[src/rtl/input_debounce_n.sv]
// input_debounce_n: synchronise, debounce and edge-detect board pushbuttons
// and slide switches behind a shared millisecond tick prescaler.
//
// Optional feature macro: INPUT_DEBOUNCE_AUTOREPEAT_EN
//   When defined, adds REPEAT_DELAY_MS / REPEAT_RATE_MS and per-button
//   auto-repeat press pulses while a button is held away from idle.
//
// Ports:
//   clk          in   system clock
//   sysreset_n   in   asynchronous active-low reset
//   pbtn_in      in   raw button pins            [NUM_BTNS]
//   switch_in    in   raw switch pins            [NUM_SWS] (1 bit if NUM_SWS=0)
//   pbtn_db      out  debounced button levels    [NUM_BTNS]
//   swtch_db     out  debounced switch levels    [NUM_SWS]
//   pbtn_press   out  1-cycle pulse leaving idle [NUM_BTNS]
//   pbtn_release out  1-cycle pulse back to idle [NUM_BTNS]
//   tick         out  1-cycle prescaler strobe
module input_debounce_n #(
    parameter int                  NUM_BTNS    = 6,
    parameter int                  NUM_SWS     = 16,
    parameter int                  CLK_FREQ_HZ = 100000000,
    parameter int                  DEBOUNCE_MS = 5,
    parameter logic [NUM_BTNS-1:0] BTN_IDLE    = NUM_BTNS'(6'b000001),
    parameter int                  SIMULATE    = 0
`ifdef INPUT_DEBOUNCE_AUTOREPEAT_EN
    ,
    parameter int                  REPEAT_DELAY_MS = 500,
    parameter int                  REPEAT_RATE_MS  = 100
`endif
) (
    input  logic                                   clk,
    input  logic                                   sysreset_n,
    input  logic [NUM_BTNS-1:0]                    pbtn_in,
    input  logic [((NUM_SWS > 0) ? NUM_SWS : 1)-1:0] switch_in,
    output logic [NUM_BTNS-1:0]                    pbtn_db,
    output logic [((NUM_SWS > 0) ? NUM_SWS : 1)-1:0] swtch_db,
    output logic [NUM_BTNS-1:0]                    pbtn_press,
    output logic [NUM_BTNS-1:0]                    pbtn_release,
    output logic                                   tick
);

    localparam int TICK_DIV = (SIMULATE != 0) ? 4 : CLK_FREQ_HZ / 1000;
    localparam int TW       = (TICK_DIV > 1) ? $clog2(TICK_DIV) : 1;
    localparam int CW       = $clog2(DEBOUNCE_MS + 1);
    localparam int NCH      = NUM_BTNS + NUM_SWS;

    localparam logic [TW-1:0]  DIV_LAST = TW'(TICK_DIV - 1);
    localparam logic [CW-1:0]  CNT_LAST = CW'(DEBOUNCE_MS - 1);
    // Buttons occupy the low channel bits, switches reset to 0 above them.
    localparam logic [NCH-1:0] RST_VAL  = NCH'(BTN_IDLE);

    // ---------------- prescaler ----------------
    logic [TW-1:0] div_q;
    logic [TW-1:0] div_d;
    logic          tick_w;

    assign tick_w = (div_q == DIV_LAST);
    assign div_d  = tick_w ? '0 : div_q + TW'(1);
    assign tick   = tick_w;

    // ---------------- channels ----------------
    logic [NCH-1:0] raw_w;
    logic [NCH-1:0] s1_q;
    logic [NCH-1:0] s2_q;
    logic [NCH-1:0] db_q;
    logic [NCH-1:0] db_d;
    logic [CW-1:0]  cnt_q [NCH];
    logic [CW-1:0]  cnt_d [NCH];

    generate
        if (NUM_SWS > 0) begin : g_sw
            assign raw_w    = {switch_in, pbtn_in};
            assign swtch_db = db_q[NCH-1:NUM_BTNS];
        end else begin : g_nosw
            logic unused_sw;
            assign unused_sw = ^switch_in;
            assign raw_w     = pbtn_in;
            assign swtch_db  = '0;
        end
    endgenerate

    assign pbtn_db = db_q[NUM_BTNS-1:0];

    // Any matching cycle restarts the count, so a glitch costs a full
    // debounce period; the flip happens on the DEBOUNCE_MS-th tick.
    always_comb begin
        db_d  = db_q;
        cnt_d = cnt_q;
        for (int i = 0; i < NCH; i++) begin
            if (s2_q[i] == db_q[i]) begin
                cnt_d[i] = '0;
            end else if (tick_w) begin
                if (cnt_q[i] == CNT_LAST) begin
                    db_d[i]  = s2_q[i];
                    cnt_d[i] = '0;
                end else begin
                    cnt_d[i] = cnt_q[i] + CW'(1);
                end
            end
        end
    end

    // ---------------- edge pulses ----------------
    logic [NUM_BTNS-1:0] flip_w;
    logic [NUM_BTNS-1:0] press_d;
    logic [NUM_BTNS-1:0] release_d;
    logic [NUM_BTNS-1:0] press_q;
    logic [NUM_BTNS-1:0] release_q;

    assign flip_w    = db_d[NUM_BTNS-1:0] ^ db_q[NUM_BTNS-1:0];
    assign release_d = flip_w & ~(db_d[NUM_BTNS-1:0] ^ BTN_IDLE);

`ifdef INPUT_DEBOUNCE_AUTOREPEAT_EN
    // Down-counter of ticks until the next repeat; 0 means disarmed.
    logic [15:0]         rep_q [NUM_BTNS];
    logic [15:0]         rep_d [NUM_BTNS];
    logic [NUM_BTNS-1:0] rep_fire;

    always_comb begin
        rep_d    = rep_q;
        rep_fire = '0;
        for (int i = 0; i < NUM_BTNS; i++) begin
            if (flip_w[i]) begin
                rep_d[i] = release_d[i] ? '0 : 16'(REPEAT_DELAY_MS);
            end else if (db_q[i] == BTN_IDLE[i]) begin
                rep_d[i] = '0;
            end else if (tick_w && (rep_q[i] != '0)) begin
                if (rep_q[i] == 16'd1) begin
                    rep_fire[i] = 1'b1;
                    rep_d[i]    = 16'(REPEAT_RATE_MS);
                end else begin
                    rep_d[i] = rep_q[i] - 16'd1;
                end
            end
        end
    end

    always_ff @(posedge clk or negedge sysreset_n) begin
        if (!sysreset_n) begin
            for (int i = 0; i < NUM_BTNS; i++) begin
                rep_q[i] <= '0;
            end
        end else begin
            rep_q <= rep_d;
        end
    end

    assign press_d = (flip_w & ~release_d) | rep_fire;
`else
    assign press_d = flip_w & ~release_d;
`endif

    assign pbtn_press   = press_q;
    assign pbtn_release = release_q;

    // ---------------- state ----------------
    always_ff @(posedge clk or negedge sysreset_n) begin
        if (!sysreset_n) begin
            div_q     <= '0;
            s1_q      <= RST_VAL;
            s2_q      <= RST_VAL;
            db_q      <= RST_VAL;
            press_q   <= '0;
            release_q <= '0;
            for (int i = 0; i < NCH; i++) begin
                cnt_q[i] <= '0;
            end
        end else begin
            div_q     <= div_d;
            s1_q      <= raw_w;
            s2_q      <= s1_q;
            db_q      <= db_d;
            cnt_q     <= cnt_d;
            press_q   <= press_d;
            release_q <= release_d;
        end
    end

endmodule

[config.mk]
export PLATFORM = sky130hd
export DESIGN_NAME = input_debounce_n
export DESIGN_NICKNAME = d
export VERILOG_FILES = /design/src/rtl/input_debounce_n.sv
export SDC_FILE = /design/constraint.sdc
export NUM_CORES = 1
export LEC_CHECK = 0
export BUFFER_PORTS_ARGS = -buffer_cell sky130_fd_sc_hd__buf_2
export CELL_PAD_IN_SITES_DETAIL_PLACEMENT = 0
export CELL_PAD_IN_SITES_GLOBAL_PLACEMENT = 1
export CORE_MARGIN = 2
export CORE_UTILIZATION = 50
export CTS_CLUSTER_SIZE = 16
export DETAILED_ROUTE_END_ITERATION = 7
export GPL_TIMING_DRIVEN = 0
export MAX_ROUTING_LAYER = met4
export PLACE_DENSITY = 0.88
export REMOVE_ABC_BUFFERS = 1
export SKIP_CTS_REPAIR_TIMING = 1
export SYNTH_ARGS = -nofsm -noshare
export SYNTH_HDL_FRONTEND = slang
export SYNTH_SLANG_ARGS = --single-unit
[constraint.sdc]
create_clock -name clk -period 3.35 [get_ports clk]
set_input_delay 0.67 -clock clk [delete_from_list [all_inputs] [get_ports clk]]
set_output_delay 0.67 -clock clk [all_outputs]
set_load 0.05 [all_outputs]
# Word level (Yosys, flattened, before mapping)
# Index checks and enable logic that the tools add are counted.
word_totals:
  ff_bits: 161
  inputBits: 24
  out_inout_bits: 35
classes:
  addsub: 23
  eq_ne: 45
  n_mux: 85
  n_bitwise: 22
  n_reduce_logical: 38
op_table:
  columns: ["op", "count"]
  rows:
  - ["$mux W3", 66]
  - ["$add A3 B1 Y3 const B", 22]
  - ["$eq A3 B3 Y1 const B", 22]
  - ["$reduce_and A3 Y1", 16]
  - ["$reduce_bool A2 Y1", 22]
  - ["$eq A1 B1 Y1", 22]
  - ["$mux W1", 18]
  - ["$add A17 B1 Y17 const B", 1]
  - ["$eq A17 B17 Y1 const B", 1]
  - ["$mux W17", 1]
  - ["$not A1 Y1", 17]
  - ["$and A6 B6 Y6", 2]
  - ["$not A6 Y6", 2]
  - ["$xor A6 B6 Y6", 1]

# Longest topological paths before layout
logic_depth:
  ltp_word: 9
  mapped_depth: 8

# Least setup slack after synthesis
# Ideal clock, no wire load.
synth_path:
  path_kind: "reg-to-output"
  startpoint: "register div_q[0]"
  endpoint: "output tick"
  arrival_time_ps: 1575
  required_time_ps: 2680
  slack_ps: 1105
  path_stages_with_launch: 7
  path_buffers: 2
  path_cell_list: "dfrtp_1 -> ha_1 -> and4_1 -> nand4_4 -> inv_2 -> buf_2 -> buf_2"
synth_via:
  elab_chain_len: 1
synth_lines:
  columns: ["item", "line_no", "text"]
  rows:
  - ["start, declared", "53", "logic [TW-1:0] div_q;"]
  - ["start signal, assigned", "169", "div_q <= div_d;"]
  - ["$eq A17 B17 Y1", "57", "assign tick_w = (div_q == DIV_LAST);"]
  - ["end, declared", "39", "output logic tick"]
# Every way passes these cells.

# Worst setup path in the final report
# Ends and elaborated chain as after synthesis.

==> flow_summary.json <==
{
  "status": "completed",
  "fin_crit_ns": 2.99,
  "core_area_sq_mm": 0.0138,
  "path_class": "flip-flop to output pin",
  "comb_power_share_pct": 1.9,
  "rsz0062_at_grt": "no",
  "die_area_sq_mm": 0.0149,
  "numCtsBuffers": 17,
  "antenna_cells": 0,
  "post-route-period-util_pct": 89.2,
  "fin_skew_ns": 0.00787,
  "cp-start-kind": "flip-flop",
  "peakVddDrop_mv": 0.351,
  "r2r-start": "div_q[0]",
  "synthXorXnorAreaFrac_pct": 4.27,
  "dr.first_iter.drc_count": 342,
  "final_common_cell": "dfrtp_1",
  "setup_slack_ns": 0.360,
  "final_layout_size_suffix_gt1_share_pct": 15.5,
  "die_height_um": 122,
  "initial_core_util_pct": 50.6,
  "num-nets-final": 778,
  "syn_area_per_cell_sq_um": 10.8,
  "ant_nets": 0,
  "synthTopCellsByArea": "dfrtp_1, ha_1, a21oi_1",
  "reg2regPathDepth": 5,
  "drc": 0,
  "max_slew_margin_pct": 21.6,
  "root_buffer": "clkbuf_16",
  "htreeDepth": 4,
  "viasPerCell": 5.20,
  "worstMarginPinSlew_ns": 1.17,
  "p_clk_share_pct": 48.0,
  "final_cell_mix": "dfrtp_1, nand2_1, a21oi_1",
  "hold_path_class": "primary input to asynchronous set/reset pin",
  "place_ws_ns": -0.706,
  "cp_data_arrival_time_ns": 2.32,
  "dpl_cell_area_sq_mm": 0.00744,
  "std_cell_rows": 43,
  "synth-compound-area-share_pct": 7.82,
  "drv_cap": 0,
  "clock_sinks": 161,
  "internal_power_mw": 3.12,
  "synthAdderAreaFrac_pct": 8.07,
  "seqPwrFrac_pct": 50.1,
  "final_area_sq_mm": 0.00808,
  "setup_violations": 0,
  "pin_count": 59,
  "wirelength_mm": 12.5,
  "powerDensity_mw_per_mm2": 490,
  "synth_cells": 644,
  "clock_latency_ns": 0.43,
  "grt_pass1_wl_mm": 20.4,
  "yosys.area_share.simple_pct": 14.4,
  "synth_top_cell_area_share_pct": 56.7,
  "synth.cell_area_sq_mm": 0.00697,
  "seq_area_frac_synth_pct": 57.8,
  "clk_path_buf_depth": 2,
  "yosysWarnings": 0,
  "synth_top_family_by_area": "simple AND/OR/NAND/NOR gates",
  "reg2reg_slack_ns": 0.84,
  "final_max_slew_viol_count": 0,
  "timing.fmax_mhz": 334,
  "path_clk_slew_ns": 0.07,
  "finalHoldViolCount": 0,
  "grt_pass1_vias": 4750,
  "power.switching_mw": 0.850,
  "grt_overflow": 0,
  "hpwl_mm": 7.35,
  "die_x_um": 122,
  "ys_seq_elements": 161,
  "synth_cell_type_count": 32,
  "crit_fanout": 92,
  "fill_cells": 1183,
  "grt.total_usage_pct": 17.9,
  "io_buffers": 58,
  "cts_tree": "done",
  "antenna_found_initial": 0,
  "first_pass_iters": 4,
  "synth_top_area_cell": "dfrtp_1",
  "area_growth_syn_to_layout_pct": 15.9,
  "timing.rr.end": "cnt_q[57]",
  "gp_congestion": 0.730,
  "post_drt_wl_per_cell_um": 13.9,
  "yosys-mux-area-fraction_pct": 3.84,
  "grt_max_degree": 95,
  "cp.required_ns": 2.68,
  "power.share.switching_pct": 21.4,
  "vias": 4691,
  "leakage_nw": 3.70,
  "endpoint_kind": "output pin"
}
[worst max-delay path, cell delays in order (launching register included)]
cell       delay [ns]
dfrtp_1          0.38
ha_1             0.23
and4_1           0.37
nand4_4          0.25
clkinv_16        0.25
buf_2            0.33
[state kept, by name, indices dropped and copies added, names as in the netlist]
register and flops:
cnt_q 66, db_q 22, div_q 17, pbtn_press 6
pbtn_release 6, s1_q 22, s2_q 22
[cells in the mapped netlist]
cell type	number
a21oi_1	86
and2_1	1
and3_1	1
and4_1	1
and4b_1	1
and4bb_2	1
buf_2	8
buf_4	1
buf_6	1
clkbuf_1	7
dfrtp_1	158
dfstp_2	3
ha_1	45
inv_1	46
inv_2	1
mux2_1	10
mux2_2	12
mux2i_1	2
nand2_1	94
nand3_1	29
nand3b_1	16
nand4_1	5
nand4_4	1
nor2_1	35
nor3_1	7
nor3b_1	12
nor4_1	1
nor4_4	1
o21ai_0	23
or3_1	1
xnor2_1	32
xor2_1	2
[metal layers]
layer  part of all wire (%)  vias to the layer above  track usage [%]
met4                    1.4                        0             5.96
met5                      0                        -                -
met3                    3.7                       14             5.85
met1                     43                     2323             19.7
li1                       -                     2283                -
met2                     51                       71             30.8
[logic make-up (layout without fill, tap and decap cells)]
kind of cell / after synthesis / after routing
adders and majority gates: 45 / 45
DFF: 161 / 161
AOI/OAI and AO/OA: 109 / 109
and+or+nand+nor: 207 / 209
buffers and inverters: 64 / 140
muxes: 24 / 24
xor gates and xnor gates: 34 / 34
[area by class of cell]
type                    count  area, sq um  area share, %
clock buffers              20          447           5.53
clock inverters            12          134           1.66
inverters                  47          203           2.51
multi-input cells         421         2700           33.4
flip-flops and latches    161         4030           49.9
well taps                 180          225           2.79
repair buffers             61          339           4.19
[through the flow]
stage          cells  total power, mW  hold WS [ns]  TNS (ns)  util, %
2_1_floorplan    627             2.04         0.331         0        -
3_3_place_gp     865             2.09         0.332   -163.73     53.8
3_5_place_dp     866             2.10         0.336    -10.81     54.0
4_1_cts          898             4.02         0.321    -14.47     58.2
5_1_grt          902             4.11         0.318         0     58.7
6_report         902             3.96         0.305         0     58.7
[worst max path at each step]
stage / from / endpoint / slack, ns / cells after the start
floorplan: div_q[0] / db_q[1] / 0.14 / 6
global placement: div_q[0] / tick / -1.13 / 5
detailed placement: div_q[0] / tick / -0.71 / 5
CTS: div_q[0] / tick / -1.20 / 5
global route: div_q[0] / tick / 0.27 / 5
finish: div_q[0] / tick / 0.36 / 5
[power groups by stage]
stage          combinational (mW)  sequential (mW)  clock (mW)
3_3_place_gp               0.0713             2.02           0
5_1_grt                    0.0866             1.99        2.04
2_1_floorplan              0.0177             2.02           0
3_5_place_dp               0.0783             2.02           0
4_1_cts                    0.0788             1.99        1.96
6_report                   0.0744             1.99        1.90
(Power assumes the default switching activity.)
